## config.mk

```make
export PLATFORM = sky130hd
export DESIGN_NAME = pipe_con_unit
export DESIGN_NICKNAME = d
export VERILOG_FILES = /design/src/rtl/pipe_con_unit.sv
export SDC_FILE = /design/constraint.sdc
export NUM_CORES = 1
export LEC_CHECK = 0
export ABC_AREA = 1
export CAP_MARGIN = 20
export CELL_PAD_IN_SITES_DETAIL_PLACEMENT = 0
export CELL_PAD_IN_SITES_GLOBAL_PLACEMENT = 1
export CORE_MARGIN = 2
export CORE_UTILIZATION = 31
export CTS_CLUSTER_SIZE = 10
export DETAILED_ROUTE_END_ITERATION = 7
export PLACE_DENSITY_LB_ADDON = 0.12
export SETUP_SLACK_MARGIN = 0.15
export SYNTH_ARGS = -nofsm -noshare
export SYNTH_HDL_FRONTEND = slang
export SYNTH_SLANG_ARGS = --single-unit
```

## constraint.sdc

```tcl
create_clock -name clk -period 1.5 [get_ports clk]
set_input_delay 0.3 -clock clk [delete_from_list [all_inputs] [get_ports clk]]
set_output_delay 0.3 -clock clk [all_outputs]
set_load 0.005 [all_outputs]
```

## src/rtl/pipe_con_unit.sv

```systemverilog
// Pipelined control unit: decodes opcode/funct in Decode and carries the control
// bundle through E/M/W registers, with bubbles on flush/stall and a multi-cycle multiply hold.
module pipe_con_unit #(
  parameter int ALUC_W  = 3,
  parameter int MUL_LAT = 4
) (
  input  logic              clk,
  input  logic              rst,
  input  logic [5:0]        op_d,
  input  logic [5:0]        funct_d,
  input  logic [4:0]        shamt_d,
  input  logic              valid_d,
  input  logic              stall_in,
  input  logic              flush_e,
  output logic [1:0]        imm_src_d,
  output logic              jump_d,
  output logic              illegal_d,
  output logic              stall_d,
  output logic              reg_write_e,
  output logic              alu_src_e,
  output logic              dst_src_e,
  output logic              opt_e,
  output logic [ALUC_W-1:0] alu_control_e,
  output logic [4:0]        shamt_e,
  output logic              mul_busy_e,
  output logic              reg_write_m,
  output logic              mem_write_m,
  output logic              result_src_m,
  output logic              reg_write_w,
  output logic              result_src_w
);

  typedef struct packed {
    logic       reg_write;
    logic       alu_src;
    logic       dst_src;
    logic       opt;
    logic       mem_write;
    logic       result_src;
    logic [2:0] aluc;
  } ctrl_t;

  typedef struct packed {
    ctrl_t      ctrl;
    logic [1:0] imm_src;
    logic       jump;
    logic       illegal;
  } dec_t;

  typedef enum logic [0:0] {IDLE = 1'b0, BUSY = 1'b1} state_t;

  localparam logic [3:0] MUL_LAT_C = 4'(MUL_LAT);
  localparam bit         MUL_MULTI = (MUL_LAT > 1);

  function automatic dec_t decode(input logic [5:0] op, input logic [5:0] funct);
    dec_t d;
    d = '0;
    case (op)
      6'b000000: begin
        d.ctrl.reg_write = 1'b1;
        d.ctrl.dst_src   = 1'b1;
        case (funct)
          6'b100000: d.ctrl.aluc = 3'b010;
          6'b100010: d.ctrl.aluc = 3'b110;
          6'b100100: d.ctrl.aluc = 3'b000;
          6'b100101: d.ctrl.aluc = 3'b001;
          6'b101010: d.ctrl.aluc = 3'b111;
          6'b011000: begin
            d.ctrl.aluc = 3'b010;
            d.ctrl.opt  = 1'b1;
          end
          default: begin
            d         = '0;
            d.illegal = 1'b1;
          end
        endcase
      end
      6'b100011: begin
        d.ctrl.reg_write  = 1'b1;
        d.ctrl.alu_src    = 1'b1;
        d.ctrl.result_src = 1'b1;
        d.ctrl.aluc       = 3'b010;
        d.imm_src         = 2'b00;
      end
      6'b101011: begin
        d.ctrl.mem_write = 1'b1;
        d.ctrl.alu_src   = 1'b1;
        d.ctrl.aluc      = 3'b010;
        d.imm_src        = 2'b01;
      end
      6'b001000: begin
        d.ctrl.reg_write = 1'b1;
        d.ctrl.alu_src   = 1'b1;
        d.ctrl.aluc      = 3'b010;
        d.imm_src        = 2'b00;
      end
      6'b000100: begin
        d.ctrl.aluc = 3'b110;
        d.imm_src   = 2'b10;
      end
      6'b000010: begin
        d.jump    = 1'b1;
        d.imm_src = 2'b11;
      end
      default: d.illegal = 1'b1;
    endcase
    return d;
  endfunction

  dec_t       dec_s;
  ctrl_t      bundle_s;
  logic [4:0] shamt_s;
  logic       legal_s;
  logic       load_s;
  ctrl_t      e_ctrl_s;
  logic [4:0] e_shamt_s;
  state_t     state_s;
  logic [3:0] cnt_s;

  ctrl_t      e_ctrl_r;
  logic [4:0] e_shamt_r;
  logic       m_reg_write_r;
  logic       m_mem_write_r;
  logic       m_result_src_r;
  logic       w_reg_write_r;
  logic       w_result_src_r;
  state_t     state_r;
  logic [3:0] cnt_r;

  // Decode stage: everything is gated by valid_d; illegal encodings become a bubble
  always_comb begin
    dec_s     = decode(op_d, funct_d);
    legal_s   = valid_d & ~dec_s.illegal;
    bundle_s  = '0;
    shamt_s   = 5'd0;
    imm_src_d = 2'b00;
    jump_d    = 1'b0;
    illegal_d = 1'b0;
    if (valid_d) begin
      imm_src_d = dec_s.imm_src;
      jump_d    = dec_s.jump;
      illegal_d = dec_s.illegal;
    end else begin
      imm_src_d = 2'b00;
    end
    if (legal_s) begin
      bundle_s = dec_s.ctrl;
      shamt_s  = shamt_d;
    end else begin
      bundle_s = '0;
    end
  end

  assign mul_busy_e = (state_r == BUSY);
  assign stall_d    = stall_in | mul_busy_e;
  assign load_s     = (state_r == IDLE) & ~flush_e & ~stall_in;

  // E-register next value: hold while busy, then flush, then stall, then decoded bundle
  always_comb begin
    e_ctrl_s  = '0;
    e_shamt_s = 5'd0;
    if (mul_busy_e) begin
      e_ctrl_s  = e_ctrl_r;
      e_shamt_s = e_shamt_r;
    end else if (load_s) begin
      e_ctrl_s  = bundle_s;
      e_shamt_s = shamt_s;
    end else begin
      e_ctrl_s  = '0;
    end
  end

  // Multiply FSM next state: cnt counts the remaining hold cycles down to 1
  always_comb begin
    state_s = state_r;
    cnt_s   = cnt_r;
    case (state_r)
      IDLE: begin
        if (load_s && bundle_s.opt && MUL_MULTI) begin
          state_s = BUSY;
          cnt_s   = MUL_LAT_C - 4'd1;
        end else begin
          state_s = IDLE;
          cnt_s   = 4'd0;
        end
      end
      BUSY: begin
        if (cnt_r <= 4'd1) begin
          state_s = IDLE;
          cnt_s   = 4'd0;
        end else begin
          state_s = BUSY;
          cnt_s   = cnt_r - 4'd1;
        end
      end
      default: begin
        state_s = IDLE;
        cnt_s   = 4'd0;
      end
    endcase
  end

  // Pipeline and FSM registers; M takes a bubble while the multiply holds E
  always_ff @(posedge clk or posedge rst) begin
    if (rst) begin
      e_ctrl_r       <= '0;
      e_shamt_r      <= 5'd0;
      m_reg_write_r  <= 1'b0;
      m_mem_write_r  <= 1'b0;
      m_result_src_r <= 1'b0;
      w_reg_write_r  <= 1'b0;
      w_result_src_r <= 1'b0;
      state_r        <= IDLE;
      cnt_r          <= 4'd0;
    end else begin
      e_ctrl_r       <= e_ctrl_s;
      e_shamt_r      <= e_shamt_s;
      m_reg_write_r  <= mul_busy_e ? 1'b0 : e_ctrl_r.reg_write;
      m_mem_write_r  <= mul_busy_e ? 1'b0 : e_ctrl_r.mem_write;
      m_result_src_r <= mul_busy_e ? 1'b0 : e_ctrl_r.result_src;
      w_reg_write_r  <= m_reg_write_r;
      w_result_src_r <= m_result_src_r;
      state_r        <= state_s;
      cnt_r          <= cnt_s;
    end
  end

  assign reg_write_e   = e_ctrl_r.reg_write;
  assign alu_src_e     = e_ctrl_r.alu_src;
  assign dst_src_e     = e_ctrl_r.dst_src;
  assign opt_e         = e_ctrl_r.opt;
  assign alu_control_e = ALUC_W'(e_ctrl_r.aluc);
  assign shamt_e       = e_shamt_r;
  assign reg_write_m   = m_reg_write_r;
  assign mem_write_m   = m_mem_write_r;
  assign result_src_m  = m_result_src_r;
  assign reg_write_w   = w_reg_write_r;
  assign result_src_w  = w_result_src_r;

endmodule

```

==> flow_summary.ini <==
[status]
outcome = complete, no violations

[critical_path]
r2r-start = mul_busy_e
cp.required_ns = 1.20
critPathMaxFanout = 3
endpoint_kind = output pin
criticalPathCategory = input pin to output pin
crit_path_start_kind = input pin
cp.arrival_ns = 1.17
crit_path_start = op_d[0]

[synthesis]
postSynthAreaPerCell_um2 = 7.55
synth_edf_count = 0
ys.flop_type = dfrtp_1
synth_nets = 198
ys_async_sr_fraction_pct = 100
seq_area_frac_synth_pct = 45.7
yosysMostFrequentCell = nand2_1
yosysWarnings = 0
syn-cell-area_um2 = 1310
synthDistinctLibCells = 26
ys_ff_latch = 24
synth.area.top_cells = dfrtp_1 (46%), nand2_1 (14%), inv_1 (7.1%), nand3_1 (6.5%), nor2_1 (6.3%)
ys_top_cells_by_count = nand2_1 (50), inv_1 (25), dfrtp_1 (24)
synthCells = 174
synth.top_cell.area_share_pct = 45.7
yosysTopAreaCell = dfrtp_1

[drt]
first_iter_violations = 58
vias = 1382
dr.pass1.iters = 4
drc = 0
avgRoutedWirePerCell_um = 12.1
ant_nets = 0
viasPerCell = 4.53
drt_wl_total_um = 3700

[floorplan]
initial_core_util_pct = 32.6
ios = 45
die_x_um = 69.1
rows = 23
die_area_um2 = 4770
die_h_um = 69.1
core_um2 = 4030

[timing]
timing.hold.ws_ns = 0.379
min_period_over_period_pct = 97.8
slew_viol_final = 0
setup_viol = 0
finClkSkew_ns = 0.00537
timing.max_slew.rel_slack_pct = 79.8
final.min_clock_period_ns = 1.47
max_slew.worst_pin.slew_ns = 0.303
max_freq_mhz = 681
hold_viol = 0
rsz0062_at_grt = true

[flow_run]
drv_cap = 0

[cells_and_area]
ff_latch_area_um2 = 601
layout-drive-gt1-share_pct = 48.6
nNetsFinal = 280
area_delta_synth_final_pct = 75.6
antennaDiodeCount = 0
n_fill_cell = 378
multi_input_area_um2 = 764

[grt]
grt_pass1_wl_um = 5870
grt_pass1_vias = 1391
grt-ovfl-total = 0
antenna_found_initial = 0
track_usage_pct = 15.1
grt_max_degree = 25

[clock_network]
clk_pin_slew_ns = 0.08
cts_tree = yes
cts_made_buffers = 3
cts_hold_buf = 0
h-tree-depth = 1
clkLatencyLatePin_ns = 0.26
clockBufferDepth = 2
clock-sinks = 24
cts_root_buf = clkbuf_8

[placed_design]
dpl.hpwl_um = 2400
routabilityCongestion = 0.802
io_buffers = 44

[power_and_ir_drop]
irDropWorstVdd_uv = 389
p_leak_nw = 1.36
power_density_nw_per_um2 = 570
total_power_mw = 1.31

[worst_hold_path]
min-delay-path-class = input pin to async pin
==> worst max-delay path, stage by stage <==
cell and delay (ns):
buf_8 0.10, inv_4 0.05, nand2_4 0.05, nor2_4 0.12, buf_6 0.12, nand2_4 0.06
inv_4 0.08, nand2_4 0.06, nand3_4 0.08, nor2_2 0.03, buf_2 0.12
==> cell type report <==
type | count | area share [%]
inverter | 28 | 5.04
clock buffer | 4 | 2.39
multi-input combinational | 116 | 33.1
tap | 50 | 2.71
timing repair buffer | 83 | 30.7
sequential | 24 | 26.0
==> kinds of logic (layout without fill, tap and decap cells) <==
logic type / after synthesis / after routing / synth area share [%]
buffers and inverters: 35 / 115 / 12.7
and+or+nand+nor: 103 / 104 / 35.2
AOI/OAI and AO/OA: 8 / 8 / 3.14
xor gates and xnor gates: 2 / 2 / 1.33
DFF: 24 / 24 / 45.7
adders and majority gates: 2 / 2 / 1.90
==> state kept, by name, summed over array words and instances, names as in the netlist <==
signal	count
e_ctrl_r	2
mul_busy_e	1
shamt_e	5
dst_src_e	1
alu_control_e	3
cnt_r	4
reg_write_w	1
result_src_m	1
reg_write_e	1
alu_src_e	1
opt_e	1
mem_write_m	1
reg_write_m	1
result_src_w	1
==> report_power, final <==
group | internal (mW) | switching (mW) | leakage [nW]
combinational | 0.117 | 0.119 | 0.994
sequential | 0.647 | 0.000406 | 0.335
clock | 0.234 | 0.197 | 0.0288
total | 0.998 | 0.317 | 1.36
==> what timing repair did <==
item | CTS | global route
pin swaps | 24 | 33
resized for setup | 126 | 50
cloned | 0 | 1
endpoints found under the setup margin | 38 | 20
buffers inserted | 16 | 3
==> final timing paths <==
kind / endpoint / slack [ns] / depth (start not counted)
max in group asynchronous: result_src_w / 0.88 / 3
min: cnt_r[2] / 0.38 / 3
min in group clk: reg_write_w / 0.38 / 0
max: illegal_d / 0.03 / 11
max reg2reg: opt_e / 0.16 / 6
min reg2reg: reg_write_w / 0.38 / 0
==> per-stage QoR <==
stage	TNS [ns]	setup slack, ns	utilization (%)	instances	instance area (um2)
after detailed placement	-7.92	-0.745	47.4	281	1910
final	0	0.0326	57.3	305	2310
after floorplan	0	0.153	-	174	1320
after global placement	-7.29	-0.726	47.4	281	1910
after CTS	-0.0301	-0.0301	53.2	301	2140
after global routing	-0.0111	-0.0111	57.3	305	2310
==> routing by layer <==
metal  global-route usage [%]  routed length [um]  share of wire, %
met1                     16.0                1410                38
met4                     7.84                 126               3.4
met5                        0                   0                 0
met3                     2.78                 170               4.6
met2                     27.9                1990                54
==> layout by cell type (no fill, tap or decap), types with 5 or more instances in the layout <==
cell	instances
nand2_1	37
nand2_2	10
buf_4	31
buf_6	14
nor2_2	6
clkdlybuf4s50_1	8
nand3_2	10
nor2_4	9
dlygate4sd2_1	18
inv_1	16
dfrtp_1	24
nand3_1	8
inv_2	7
nor2_1	12
buf_2	6
nand2_4	5
(Power assumes the default switching activity.)
